==> src/rtl/calc_pkg.sv <==
// Shared key codes, FSM state encoding and key classification for the calculator sequencer.
package calc_pkg;

  localparam logic [3:0] KEY_ADD = 4'hA;
  localparam logic [3:0] KEY_EQ  = 4'hB;
  localparam logic [3:0] KEY_CLR = 4'hC;

  typedef enum logic [2:0] {
    ENTER_A = 3'd0,
    ENTER_B = 3'd1,
    START   = 3'd2,
    WAIT    = 3'd3,
    SHOW    = 3'd4
  } calc_state_t;

  function automatic logic is_digit(input logic [3:0] code);
    return code <= 4'd9;
  endfunction

endpackage

==> src/rtl/digit_accum.sv <==
// Decimal operand register: value*10 + digit on each accepted digit, capped at DIGITS digits.
module digit_accum #(
  parameter int W      = 12,
  parameter int DIGITS = 3,
  parameter int CW     = $clog2(DIGITS + 1)
) (
  input  logic          clk,
  input  logic          rst,
  input  logic          clr_i,
  input  logic          load_i,
  input  logic [W-1:0]  load_val_i,
  input  logic [CW-1:0] load_cnt_i,
  input  logic          digit_en_i,
  input  logic [3:0]    digit_i,
  output logic [W-1:0]  value_o
);

  logic [W-1:0]  value_q, value_d;
  logic [CW-1:0] count_q, count_d;
  logic [W-1:0]  digit_ext;

  assign digit_ext = {{(W-4){1'b0}}, digit_i};

  always_comb begin
    value_d = value_q;
    count_d = count_q;
    if (clr_i) begin
      value_d = '0;
      count_d = '0;
    end else if (load_i) begin
      value_d = load_val_i;
      count_d = load_cnt_i;
    end else if (digit_en_i && (count_q < CW'(DIGITS))) begin
      // x*10 as two shifts and an add; leading zeros still consume a digit slot
      value_d = (value_q << 3) + (value_q << 1) + digit_ext;
      count_d = count_q + CW'(1);
    end
  end

  always_ff @(posedge clk or negedge rst) begin
    if (!rst) begin
      value_q <= '0;
      count_q <= '0;
    end else begin
      value_q <= value_d;
      count_q <= count_d;
    end
  end

  assign value_o = value_q;

endmodule

==> src/rtl/calc_sequencer.sv <==
// Keypad-driven sequencer for the 12-bit adder: builds A and B, pulses start, captures the sum.
// Define AUTO_CHAIN_EN to let '+' in SHOW reuse the result as the next operand A.
module calc_sequencer
  import calc_pkg::*;
#(
  parameter int W       = 12,
  parameter int DIGITS  = 3,
  parameter int ADD_LAT = 2
) (
  input  logic         clk,
  input  logic         rst,
  input  logic         key_valid,
  input  logic [3:0]   key_code,
  input  logic [W:0]   resultado,
  output logic [W-1:0] num1,
  output logic [W-1:0] num2,
  output logic         suma_btn,
  output logic [W:0]   disp_value,
  output logic         busy,
  output logic         res_valid
);

  localparam int CW = $clog2(DIGITS + 1);
  localparam int LW = (ADD_LAT > 1) ? $clog2(ADD_LAT) : 1;

  calc_state_t  state_q, state_d;
  logic [LW-1:0] lat_q, lat_d;
  logic [W:0]   res_q, res_d;

  logic          a_clr, a_load, a_dig;
  logic [W-1:0]  a_load_val;
  logic [CW-1:0] a_load_cnt;
  logic          b_clr, b_dig;
  logic          key_digit, key_add, key_eq, key_clr;

  assign key_digit = key_valid && is_digit(key_code);
  assign key_add   = key_valid && (key_code == KEY_ADD);
  assign key_eq    = key_valid && (key_code == KEY_EQ);
  assign key_clr   = key_valid && (key_code == KEY_CLR);

  digit_accum #(.W(W), .DIGITS(DIGITS), .CW(CW)) u_acc_a (
    .clk        (clk),
    .rst        (rst),
    .clr_i      (a_clr),
    .load_i     (a_load),
    .load_val_i (a_load_val),
    .load_cnt_i (a_load_cnt),
    .digit_en_i (a_dig),
    .digit_i    (key_code),
    .value_o    (num1)
  );

  digit_accum #(.W(W), .DIGITS(DIGITS), .CW(CW)) u_acc_b (
    .clk        (clk),
    .rst        (rst),
    .clr_i      (b_clr),
    .load_i     (1'b0),
    .load_val_i ('0),
    .load_cnt_i ('0),
    .digit_en_i (b_dig),
    .digit_i    (key_code),
    .value_o    (num2)
  );

  always_comb begin
    state_d    = state_q;
    lat_d      = lat_q;
    res_d      = res_q;
    a_clr      = 1'b0;
    a_load     = 1'b0;
    a_dig      = 1'b0;
    a_load_val = '0;
    a_load_cnt = '0;
    b_clr      = 1'b0;
    b_dig      = 1'b0;

    // Clear wins everywhere; an already issued start pulse simply goes unanswered
    if (key_clr) begin
      state_d = ENTER_A;
      lat_d   = '0;
      res_d   = '0;
      a_clr   = 1'b1;
      b_clr   = 1'b1;
    end else begin
      case (state_q)
        ENTER_A: begin
          if (key_digit) begin
            a_dig = 1'b1;
          end else if (key_add) begin
            b_clr   = 1'b1;
            state_d = ENTER_B;
          end
        end
        ENTER_B: begin
          if (key_digit) begin
            b_dig = 1'b1;
          end else if (key_eq) begin
            state_d = START;
          end
        end
        START: begin
          lat_d   = LW'(ADD_LAT - 1);
          state_d = WAIT;
        end
        WAIT: begin
          if (lat_q == '0) begin
            res_d   = resultado;
            state_d = SHOW;
          end else begin
            lat_d = lat_q - LW'(1);
          end
        end
        SHOW: begin
          if (key_digit) begin
            a_load     = 1'b1;
            a_load_val = {{(W-4){1'b0}}, key_code};
            a_load_cnt = CW'(1);
            b_clr      = 1'b1;
            state_d    = ENTER_A;
          end
`ifdef AUTO_CHAIN_EN
          else if (key_add) begin
            a_load     = 1'b1;
            a_load_val = res_q[W-1:0];
            a_load_cnt = '0;
            b_clr      = 1'b1;
            state_d    = ENTER_B;
          end
`endif
        end
        default: state_d = ENTER_A;
      endcase
    end
  end

  always_ff @(posedge clk or negedge rst) begin
    if (!rst) begin
      state_q <= ENTER_A;
      lat_q   <= '0;
      res_q   <= '0;
    end else begin
      state_q <= state_d;
      lat_q   <= lat_d;
      res_q   <= res_d;
    end
  end

  always_comb begin
    disp_value = {1'b0, num2};
    case (state_q)
      ENTER_A: disp_value = {1'b0, num1};
      SHOW:    disp_value = res_q;
      default: disp_value = {1'b0, num2};
    endcase
  end

  assign suma_btn  = (state_q == START);
  assign busy      = (state_q == START) || (state_q == WAIT);
  assign res_valid = (state_q == SHOW);

endmodule

==> config.mk <==
export PLATFORM = sky130hd
export DESIGN_NAME = calc_sequencer
export DESIGN_NICKNAME = d
export VERILOG_FILES = /design/src/rtl/calc_pkg.sv /design/src/rtl/digit_accum.sv /design/src/rtl/calc_sequencer.sv
export SDC_FILE = /design/constraint.sdc
export NUM_CORES = 1
export LEC_CHECK = 0
export BUFFER_PORTS_ARGS = -buffer_cell sky130_fd_sc_hd__buf_4
export CAP_MARGIN = 30
export CORE_UTILIZATION = 56
export DETAILED_ROUTE_END_ITERATION = 8
export PLACE_DENSITY = 0.88
export SYNTH_ARGS = -nofsm -noshare
export SYNTH_HDL_FRONTEND = slang
export SYNTH_HIERARCHICAL = 1
export SYNTH_SLANG_ARGS = --single-unit
==> constraint.sdc <==
create_clock -name clk -period 6 [get_ports clk]
set_input_delay 1.2 -clock clk [delete_from_list [all_inputs] [get_ports clk]]
set_output_delay 1.2 -clock clk [all_outputs]
set_load 0.05 [all_outputs]
==> run_results.csv, run 1 <==
group,metric,value,unit
grt,grt_pass1_wl,15.7,mm
floorplan,die_height,83.0,µm
floorplan,die_area,6880,µm²
placed_design,io_buffers,59,
timing,clock_skew,0.0101,ns
worst_setup_path,worstSetupEndpointType,"flip-flop",
clocking,cts_tree,"done",
worst_setup_path,crit_fanout,7,
layout,synthToLayoutAreaGrowth,17.7,%
worst_setup_path,crit_top_cell,"inv_1",
routing,drc_errors,0,
floorplan,num_io_pins,60,
floorplan,fp.dieW,83.0,µm
placed_design,gp_congestion,0.881,
clocking,cts_resized,0,
clocking,h-tree-depth,2,
grt,grt_pass1_vias,3341,
yosys,synth.most_common_cell,"nand2_1",
yosys,synth_area_leader_cell,"dfrtp_1",
routing,drt_iter0_drc,176,
timing,slew_headroom,34.2,%
timing,fin_crit_sh,55.0,%
yosys,synthFlopType,"dfrtp_1",
timing,hold_viol_final,0,
worst_setup_path,timing_worst_setup_path_type,"in -> reg",
worst_setup_path,critPathMaxStageDelay,0.59,ns
clocking,clock_latency,0.31,ns
power_and_ir_drop,ir_drop,0.378,mV
timing,fin_crit,3.30,ns
worst_setup_path,critPathSlowestCell,"fa_1",
yosys,yosysSeqAreaShare,30.7,%
yosys,yosys-top-cells-area,"dfrtp_1, ha_1, nand2_1",
layout,layoutNonFillerInstCount,589,
timing,worstMarginPinSlew,0.988,ns
timing,max_freq,303,MHz
yosys,synth.distinct_cells,55,
routing,wirelength,9.33,mm
grt,grt_max_degree,46,
clocking,cts.clk_slew.worst_paths,0.10,ns
layout,fin_nets,573,
outcome,status,"finished clean",
floorplan,rows,29,
worst_setup_path,path_delay_family,"compound AO/OA/AOI/OAI gates",
yosys,synth_edf_count,0,
clocking,clock_sinks,45,
timing,finalSetupTns,0,ns
grt,antenna_found_initial,0,
routing,viasPerCell,5.89,
clocking,cts.path.max_buffers,2,
worst_setup_path,startpoint_type,"primary input",
timing,rsz0062_at_grt,"no",
clocking,clockRootBuffer,"clkbuf_8",
clocking,cts_inserted_buffers,5,
routing,routed-via-count,3470,
floorplan,core,6350,µm²
placed_design,hpwl,6.80,mm
run,cap_viol_max_count,0,
worst_hold_path,hold_class,"reg -> reg",
routing,wl_per_cell,15.8,µm
layout,antenna_cells,0,
yosys,synth.avg_cell_area,8.34,µm²
yosys,synthCells,440,
yosys,synthArstFlopShare,100,%
layout,nFillCells,493,
yosys,ys_top_cells_by_count,"nand2_1, a21oi_1, dfrtp_1",
worst_setup_path,cp_cell_sequence,"buf_4, inv_1, fa_1, inv_1, ha_1, a21oi_1, o2111ai_1, a221oi_1, xnor2_1, o41ai_1",
routing,dr.pass1.iters,5,
power_and_ir_drop,power_density,563,nW/µm²
yosys,synth_warnings,6,
grt,grt_overflow,0,
timing,drv_slew,0,
floorplan,start_util,57.8,%
power_and_ir_drop,p_leak,2.08,nW
worst_setup_path,critPathBufInv,3,
layout,layout-drive-gt1-share,15.6,%
timing,finalSetupViolCount,0,
clocking,post_cts_buffers,0,
worst_setup_path,worstPathArrival,3.50,ns
clocking,ctsHoldBuffers,0,
grt,track_usage,27.8,%
routing,postRouteAntennaNets,0,
yosys,synth_area,3670,µm²
yosys,yosys.area.top_type_share,30.7,%
placed_design,place_inst,581,
yosys,synth-seq-cells,45,
worst_setup_path,required,6.20,ns
area by class of cell:
cell class                      count  area [µm²]  share of cell area, %
Inverter                           25        93.8                   2.17
Timing Repair Buffer               61         458                   10.6
Tap cell                           77        96.3                   2.23
Multi-Input combinational cell    373        2450                   56.8
Clock buffer                        5        68.8                   1.59
Clock inverter                      3        21.3                  0.492
Sequential cell                    45        1130                   26.1
stage by stage:
stage               area [µm²]  util [%]  setup WS [ns]  power, W  hold WS [ns]
finish                    4320      68.0           2.70   0.00243         0.526
floorplan                 3760         -           2.72   0.00179         0.496
global placement          4230      66.6           2.50   0.00215         0.506
detailed placement        4230      66.6           2.40   0.00222         0.516
global route              4320      68.0           2.48   0.00261         0.544
CTS                       4320      68.0           2.71   0.00242         0.528
layer usage:
layer  global-route usage [%]  part of all wire [%]  up-vias
met1                     36.5                    43     1682
met4                     9.09                   2.0        0
met5                        0                     0        -
met3                     3.38                   5.0       18
met2                     47.7                    50      118
li1                         -                     -     1652
cells by family after synthesis:
family	count (synthesis)	share of synthesized area, %
AOI/OAI and AO/OA	115	19.8
xor gates and xnor gates	16	3.82
adders and majority gates	42	15.1
buffers and inverters	47	5.01
DFF	45	30.7
muxes	17	4.91
other	1	0.102
and+or+nand+nor	157	20.6
placed cells by master, fill, tap and decap left out, drive strengths merged, types with 3 or more instances in the layout:
| master | instances |
|---|---|
| a2111oi | 3 |
| a211oi | 3 |
| a21o | 5 |
| a21oi | 53 |
| a221oi | 4 |
| and2 | 4 |
| buf | 61 |
| clkbuf | 5 |
| conb | 26 |
| dfrtp | 45 |
| fa | 4 |
| ha | 38 |
| inv | 26 |
| mux2i | 15 |
| nand2 | 79 |
| nand2b | 9 |
| nand3 | 4 |
| nand4b | 4 |
| nor2 | 34 |
| nor2b | 7 |
| nor3 | 5 |
| o21ai | 21 |
| xnor2 | 10 |
| xor2 | 6 |
worst register-to-register path: stages (launching register included):
cell,delay (ns)
dfrtp_1,0.51
or2_1,0.56
nor3_1,0.34
nor2b_1,0.79
nor2_1,0.08
a311oi_1,0.27
a21oi_1,0.09
a211oi_2,0.20
power breakdown:
part           total, W  internal [W]  leakage (nW)  switching [W]
registers      0.000561      0.000421         0.564       0.000140
clock network  0.000199     0.0000829        0.0445       0.000117
logic           0.00167      0.000621          1.48        0.00105
final timing paths:
check | startpoint | slack [ns] | cells after the start | endpoint
worst max-delay path | key_code[3] | 2.70 | 10 | u_acc_b/value_o[11]$_DFFE_PN0P_
worst min-delay path | res_q[3]$_DFFE_PN0P_ | 0.53 | 2 | res_q[3]$_DFFE_PN0P_
worst max register to register | state_q[1]$_DFFE_PN0P_ | 3.09 | 7 | u_acc_a/value_o[10]$_DFFE_PN0P_
worst min register to register | res_q[3]$_DFFE_PN0P_ | 0.53 | 2 | res_q[3]$_DFFE_PN0P_
max in group asynchronous | rst | 4.70 | 1 | state_q[0]$_DFFE_PN0P_
min in group asynchronous | rst | 0.89 | 1 | res_q[11]$_DFFE_PN0P_
registers in the layout, summed over array words and instances (netlist names):
signal           cells
lat_q                1
u_acc_a/count_q      2
u_acc_b/count_q      2
res_q               13
u_acc_b/value_o     12
u_acc_a/value_o     12
state_q              3
No activity file was read; power rests on OpenSTA's default activity.
==> run 2, diff against run 1 <==
--- a/config.mk
+++ b/config.mk
@@ -5,11 +5,12 @@
 export SDC_FILE = /design/constraint.sdc
 export NUM_CORES = 1
 export LEC_CHECK = 0
+export ABC_AREA = 1
 export BUFFER_PORTS_ARGS = -buffer_cell sky130_fd_sc_hd__buf_4
 export CAP_MARGIN = 30
-export CORE_UTILIZATION = 56
+export CORE_UTILIZATION = 53
 export DETAILED_ROUTE_END_ITERATION = 8
-export PLACE_DENSITY = 0.88
+export PLACE_DENSITY = 0.87
 export SYNTH_ARGS = -nofsm -noshare
 export SYNTH_HDL_FRONTEND = slang
 export SYNTH_HIERARCHICAL = 1
==> constraint.sdc (replaced) <==
create_clock -name clk -period 3 [get_ports clk]
set_input_delay 0.6 -clock clk [delete_from_list [all_inputs] [get_ports clk]]
set_output_delay 0.6 -clock clk [all_outputs]
set_load 0.05 [all_outputs]
==> run_results.csv, run 2 <==
group,metric,value,unit
outcome,status,"finished clean",
floorplan,core,7250,µm²
routing,dr.pass1.iters,5,
yosys,synth.avg_cell_area,7.35,µm²
yosys,synth_top_family_by_area,"simple AND/OR/NAND/NOR gates",
worst_setup_path,startpoint_type,"flip-flop",
clocking,cts_inserted_buffers,5,
worst_setup_path,critPathSlowestCell,"nor2_2",
timing,finalSetupTns,0,ns
routing,drt_iter0_drc,232,
timing,clock_skew,0.0116,ns
clocking,ctsHoldBuffers,0,
yosys,synth_compound_area_share,13.4,%
placed_design,hpwl,7.46,mm
clocking,cts.clk_slew.worst_paths,0.08,ns
worst_setup_path,critPathMaxStageDelay,0.49,ns
layout,fin_nets,680,
timing,fin_crit,2.64,ns
yosys,synth-seq-cells,45,
floorplan,die_area,7880,µm²
clocking,post_cts_buffers,0,
clocking,clock_sinks,45,
yosys,synth_area_leader_cell,"dfrtp_1",
layout,antenna_cells,0,
floorplan,fp.dieW,88.8,µm
yosys,synth_area,3990,µm²
yosys,yosysSeqAreaShare,28.2,%
timing,hold_viol_final,0,
worst_setup_path,worstPathArrival,2.04,ns
layout,regMostFlops,"res_q",
clocking,clockRootBuffer,"clkbuf_8",
grt,track_usage,26.8,%
worst_setup_path,timing_worst_setup_path_type,"reg -> out",
grt,grt_overflow,0,
layout,synthToLayoutAreaGrowth,16.2,%
routing,drc_errors,0,
timing,drv_slew,0,
yosys,synth.distinct_cells,39,
routing,wl_per_cell,13.8,µm
worst_hold_path,hold_class,"in -> async",
yosys,synth-xor-area-share,1.32,%
yosys,yosys-top-cells-area,"dfrtp_1, nand2_1, ha_1",
grt,antenna_found_initial,0,
yosys,synth-simple-area-share,30.3,%
yosys,synthArstFlopShare,100,%
yosys,synth_mux_area_share,1.00,%
worst_setup_path,worstSetupEndpointType,"output port",
floorplan,rows,31,
routing,wirelength,9.89,mm
placed_design,gp_congestion,0.913,
clocking,cts.path.max_buffers,2,
run,cap_viol_max_count,0,
routing,viasPerCell,5.27,
worst_setup_path,cp_cell_sequence,"nor2_1, inv_2, nor2_2, nand2_1, o211ai_1, buf_4",
placed_design,io_buffers,59,
layout,layout-drive-gt1-share,19.1,%
routing,postRouteAntennaNets,0,
timing,slew_headroom,59.9,%
yosys,synthCells,543,
layout,largest_register_ff_count,13,
floorplan,start_util,55.0,%
yosys,yosys.area.top_type_share,28.2,%
timing,fin_crit_sh,88.1,%
floorplan,die_height,88.8,µm
worst_setup_path,required,2.40,ns
yosys,ys_top_cells_by_count,"nand2_1, inv_1, nor2_1",
layout,layout_commonest_cell,"nand2_1",
timing,rsz0062_at_grt,"no",
timing,worstMarginPinSlew,0.601,ns
yosys,synthFlopType,"dfrtp_1",
clocking,cts_tree,"done",
layout,final_cell_mix,"nand2_1, inv_1, buf_4",
grt,grt_pass1_vias,3688,
clocking,clock_latency,0.30,ns
yosys,synth.most_common_cell,"nand2_1",
worst_setup_path,crit_fanout,14,
yosys,synthAdderAreaFrac,13.9,%
routing,routed-via-count,3781,
grt,grt_max_degree,46,
floorplan,num_io_pins,60,
yosys,synth_warnings,6,
timing,finalSetupViolCount,0,
clocking,h-tree-depth,2,
yosys,synth_edf_count,0,
grt,grt_pass1_wl,16.4,mm
clocking,cts_resized,0,
timing,max_freq,378,MHz
==> run 2: worst max-delay path, delay by kind of cell (launching register included) <==
kind / cells / cell delay [ns]
buffers and inverters: 2 / 0.37
DFF: 1 / 0.45
and+or+nand+nor: 3 / 0.78
AOI/OAI and AO/OA: 1 / 0.15
==> run 2: cells by family (layout without fill, tap and decap cells) <==
group,count (synthesis),count (layout)
AO/OA/AOI/OAI,70,70
XOR/XNOR,6,6
adder cells (fa/ha/maj),42,42
buffers and inverters,96,149
flip-flops,45,45
multiplexers,4,4
other,1,24
AND/OR/NAND/NOR,279,279
==> run 2: through the flow <==
step / instances / hold slack (ns) / area, µm² / util (%) / worst slack [ns]
final: 718 / 0.299 / 4630 / 63.9 / 0.356
after global routing: 718 / 0.335 / 4630 / 63.9 / 0.216
after CTS: 718 / 0.316 / 4630 / 63.9 / 0.389
after detailed placement: 710 / 0.482 / 4520 / 62.4 / 0.489
after global placement: 709 / 0.472 / 4500 / 62.0 / 0.547
after floorplan: 566 / 0.304 / 4080 / - / 0.218
==> run 2: path summary, 6_finish.rpt <==
kind / from / endpoint / slack, ns / cells after the start
hold / removal: rst / u_acc_b/value_o[1]$_DFFE_PN0P_ / 0.30 / 1
max in group asynchronous: rst / u_acc_b/value_o[3]$_DFFE_PN0P_ / 2.29 / 1
setup / recovery: state_q[1]$_DFFE_PN0P_ / disp_value[10] / 0.36 / 6
hold reg to reg: u_acc_b/count_q[1]$_DFFE_PN0P_ / u_acc_b/count_q[1]$_DFFE_PN0P_ / 0.50 / 2
min in group clk: u_acc_b/count_q[1]$_DFFE_PN0P_ / u_acc_b/count_q[1]$_DFFE_PN0P_ / 0.50 / 2
setup reg to reg: state_q[1]$_DFFE_PN0P_ / u_acc_b/value_o[2]$_DFFE_PN0P_ / 0.52 / 11
==> run 2: layout make-up <==
class	instances	area, µm²
clock buffers	6	72.6
multi-input cells	425	2480
inverters	79	307
well taps	99	124
flip-flops and latches	45	1130
fillers	637	2620
clock inverters	2	38.8
repair buffers	62	485
==> run 2: per-layer routing <==
layer	track usage (%)	part of all wire, %
met3	3.54	4.0
met1	32.8	43
met5	0	0
met4	9.09	1.9
met2	48.5	51
Power of run 2 is not shown: default switching activity piles up to over one toggle a cycle in this logic, so the estimate is an artifact.
==> run 3, diff against run 2 <==
--- a/config.mk
+++ b/config.mk
@@ -11,6 +11,8 @@
 export CORE_UTILIZATION = 53
 export DETAILED_ROUTE_END_ITERATION = 8
 export PLACE_DENSITY = 0.87
+export RECOVER_POWER = 100
+export SETUP_SLACK_MARGIN = 0.5
 export SYNTH_ARGS = -nofsm -noshare
 export SYNTH_HDL_FRONTEND = slang
 export SYNTH_HIERARCHICAL = 1
==> run_results.csv, run 3 (synthesis gave the netlist of run 2 again) <==
group,metric,value,unit
layout,multi_input_area,2430,µm²
routing,wl_per_cell,13.6,µm
layout,antenna_cells,0,
clocking,cts.clk_slew.worst_paths,0.08,ns
floorplan,fp.dieW,88.8,µm
layout,layout_commonest_cell,"nand2_1",
floorplan,die_area,7880,µm²
timing,finalSetupTns,0,ns
timing,hold_viol_final,0,
grt,antenna_found_initial,0,
worst_setup_path,worstSetupEndpointType,"output port",
worst_setup_path,reg2reg_to,"res_q[7]$_DFFE_PN0P_",
routing,dr.pass1.iters,4,
timing,clock_skew,0.00433,ns
clocking,clock_sinks,45,
layout,layout-drive-gt1-share,10.6,%
placed_design,hpwl,7.46,mm
clocking,h-tree-depth,2,
floorplan,die_height,88.8,µm
clocking,cts_tree,"done",
outcome,violations,"capacitance limit, slew limit",
timing,hold_slack,0.516,ns
worst_setup_path,regToRegSetupSlack,0.49,ns
floorplan,start_util,55.0,%
floorplan,rows,31,
clocking,clock_latency,0.29,ns
worst_setup_path,crit_fanout,14,
layout,regMostFlops,"res_q",
floorplan,core,7250,µm²
routing,wirelength,9.79,mm
timing,drv_slew,13,
worst_setup_path,r2r_cells,6,
routing,postRouteAntennaNets,0,
clocking,cts_inserted_buffers,5,
placed_design,io_buffers,59,
routing,drt_iter0_drc,195,
grt,grt_pass1_vias,3589,
timing,worstMarginPinSlew,1.68,ns
routing,routed-via-count,3778,
timing,max_freq,374,MHz
timing,finalSetupViolCount,0,
layout,regArea,1130,µm²
worst_setup_path,timing_worst_setup_path_type,"reg -> out",
worst_setup_path,startpoint_type,"flip-flop",
layout,final_cell_mix,"nand2_1, inv_1, nor2_1",
worst_setup_path,required,2.40,ns
worst_setup_path,crit_path_start,"state_q[1]$_DFFE_PN0P_",
clocking,cts.path.max_buffers,2,
clocking,ctsHoldBuffers,0,
clocking,clockRootBuffer,"clkbuf_8",
placed_design,gp_congestion,0.898,
grt,track_usage,26.3,%
floorplan,num_io_pins,60,
grt,grt_max_degree,46,
timing,slew_headroom,-13.1,%
layout,nFillCells,696,
timing,fin_crit,2.67,ns
timing,rsz0062_at_grt,"no",
grt,grt_pass1_wl,16.1,mm
run,cap_viol_max_count,1,
worst_setup_path,endpoint,"disp_value[3]",
layout,fin_nets,682,
grt,grt_overflow,0,
outcome,status,"complete, but fails checks",
layout,synthToLayoutAreaGrowth,11.3,%
routing,drc_errors,0,
layout,largest_register_ff_count,13,
timing,fin_crit_sh,89.1,%
routing,viasPerCell,5.25,
worst_hold_path,hold_class,"in -> async",
worst_setup_path,worstPathArrival,2.07,ns
worst_setup_path,worstReg2RegStart,"state_q[2]$_DFFE_PN0P_",
[run 3: cell types whose count changed in the layout (fill, tap and decap cells not counted), moves of 3 or more]
cell / change
nand3_2: -6
inv_2: -3
clkbuf_1: +39
buf_4: -37
o21ai_0: +3
nand3_1: +6
nor2_2: -4
nor2_4: +4
[run 3: worst max-delay path: stages (launching register included)]
cell	delay (ns)
dfrtp_1	0.44
nor2_2	0.18
inv_4	0.12
nor2_4	0.17
buf_4	0.19
nand2_1	0.09
o211ai_1	0.09
clkbuf_1	0.50
[run 3: worst min path at each step]
stage	to	slack, ns	cells past startpoint	start
after detailed placement	u_acc_a/count_q[1]$_DFFE_PN0P_	0.48	2	u_acc_a/count_q[1]$_DFFE_PN0P_
after global routing	res_q[6]$_DFFE_PN0P_	0.53	3	resultado[6]
final	res_q[3]$_DFFE_PN0P_	0.52	1	rst
after CTS	u_acc_b/value_o[1]$_DFFE_PN0P_	0.32	1	rst
after global placement	u_acc_b/count_q[1]$_DFFE_PN0P_	0.47	2	u_acc_b/count_q[1]$_DFFE_PN0P_
after floorplan	lat_q$_DFFE_PN0P_	0.30	0	rst
[run 3: metal layers]
metal	up-vias	wire (µm)	track usage (%)
met5	-	0	0
met3	20	328	3.26
li1	1875	-	-
met2	95	5050	47.2
met1	1788	4210	32.8
met4	0	196	8.50
[run 3: cell type report]
cell class / count / share of cell area (%)
multi-input cells: 425 / 54.7
clock buffers: 8 / 1.80
well taps: 99 / 2.79
inverters: 79 / 6.96
flip-flops and latches: 45 / 25.4
repair buffers: 64 / 8.37
[run 3: repair_timing]
item | 4_1_cts | 5_1_grt
pin swaps | 0 | 1
cloned | 0 | 0
setup buffers | 0 | 2
setup endpoints to repair | 12 | 22
resized for setup | 1 | 4
[run 3: metrics by stage]
| stage | utilization [%] | worst slack [ns] | std cells | area, µm² |
|---|---|---|---|---|
| floorplan | - | 0.438 | 566 | 4090 |
| global placement | 62.0 | 0.544 | 709 | 4500 |
| detailed placement | 62.4 | 0.494 | 710 | 4530 |
| CTS | 63.6 | 0.540 | 718 | 4610 |
| global route | 61.2 | 0.247 | 720 | 4440 |
| finish | 61.2 | 0.326 | 720 | 4440 |
Power of run 3 is left out for the same reason.
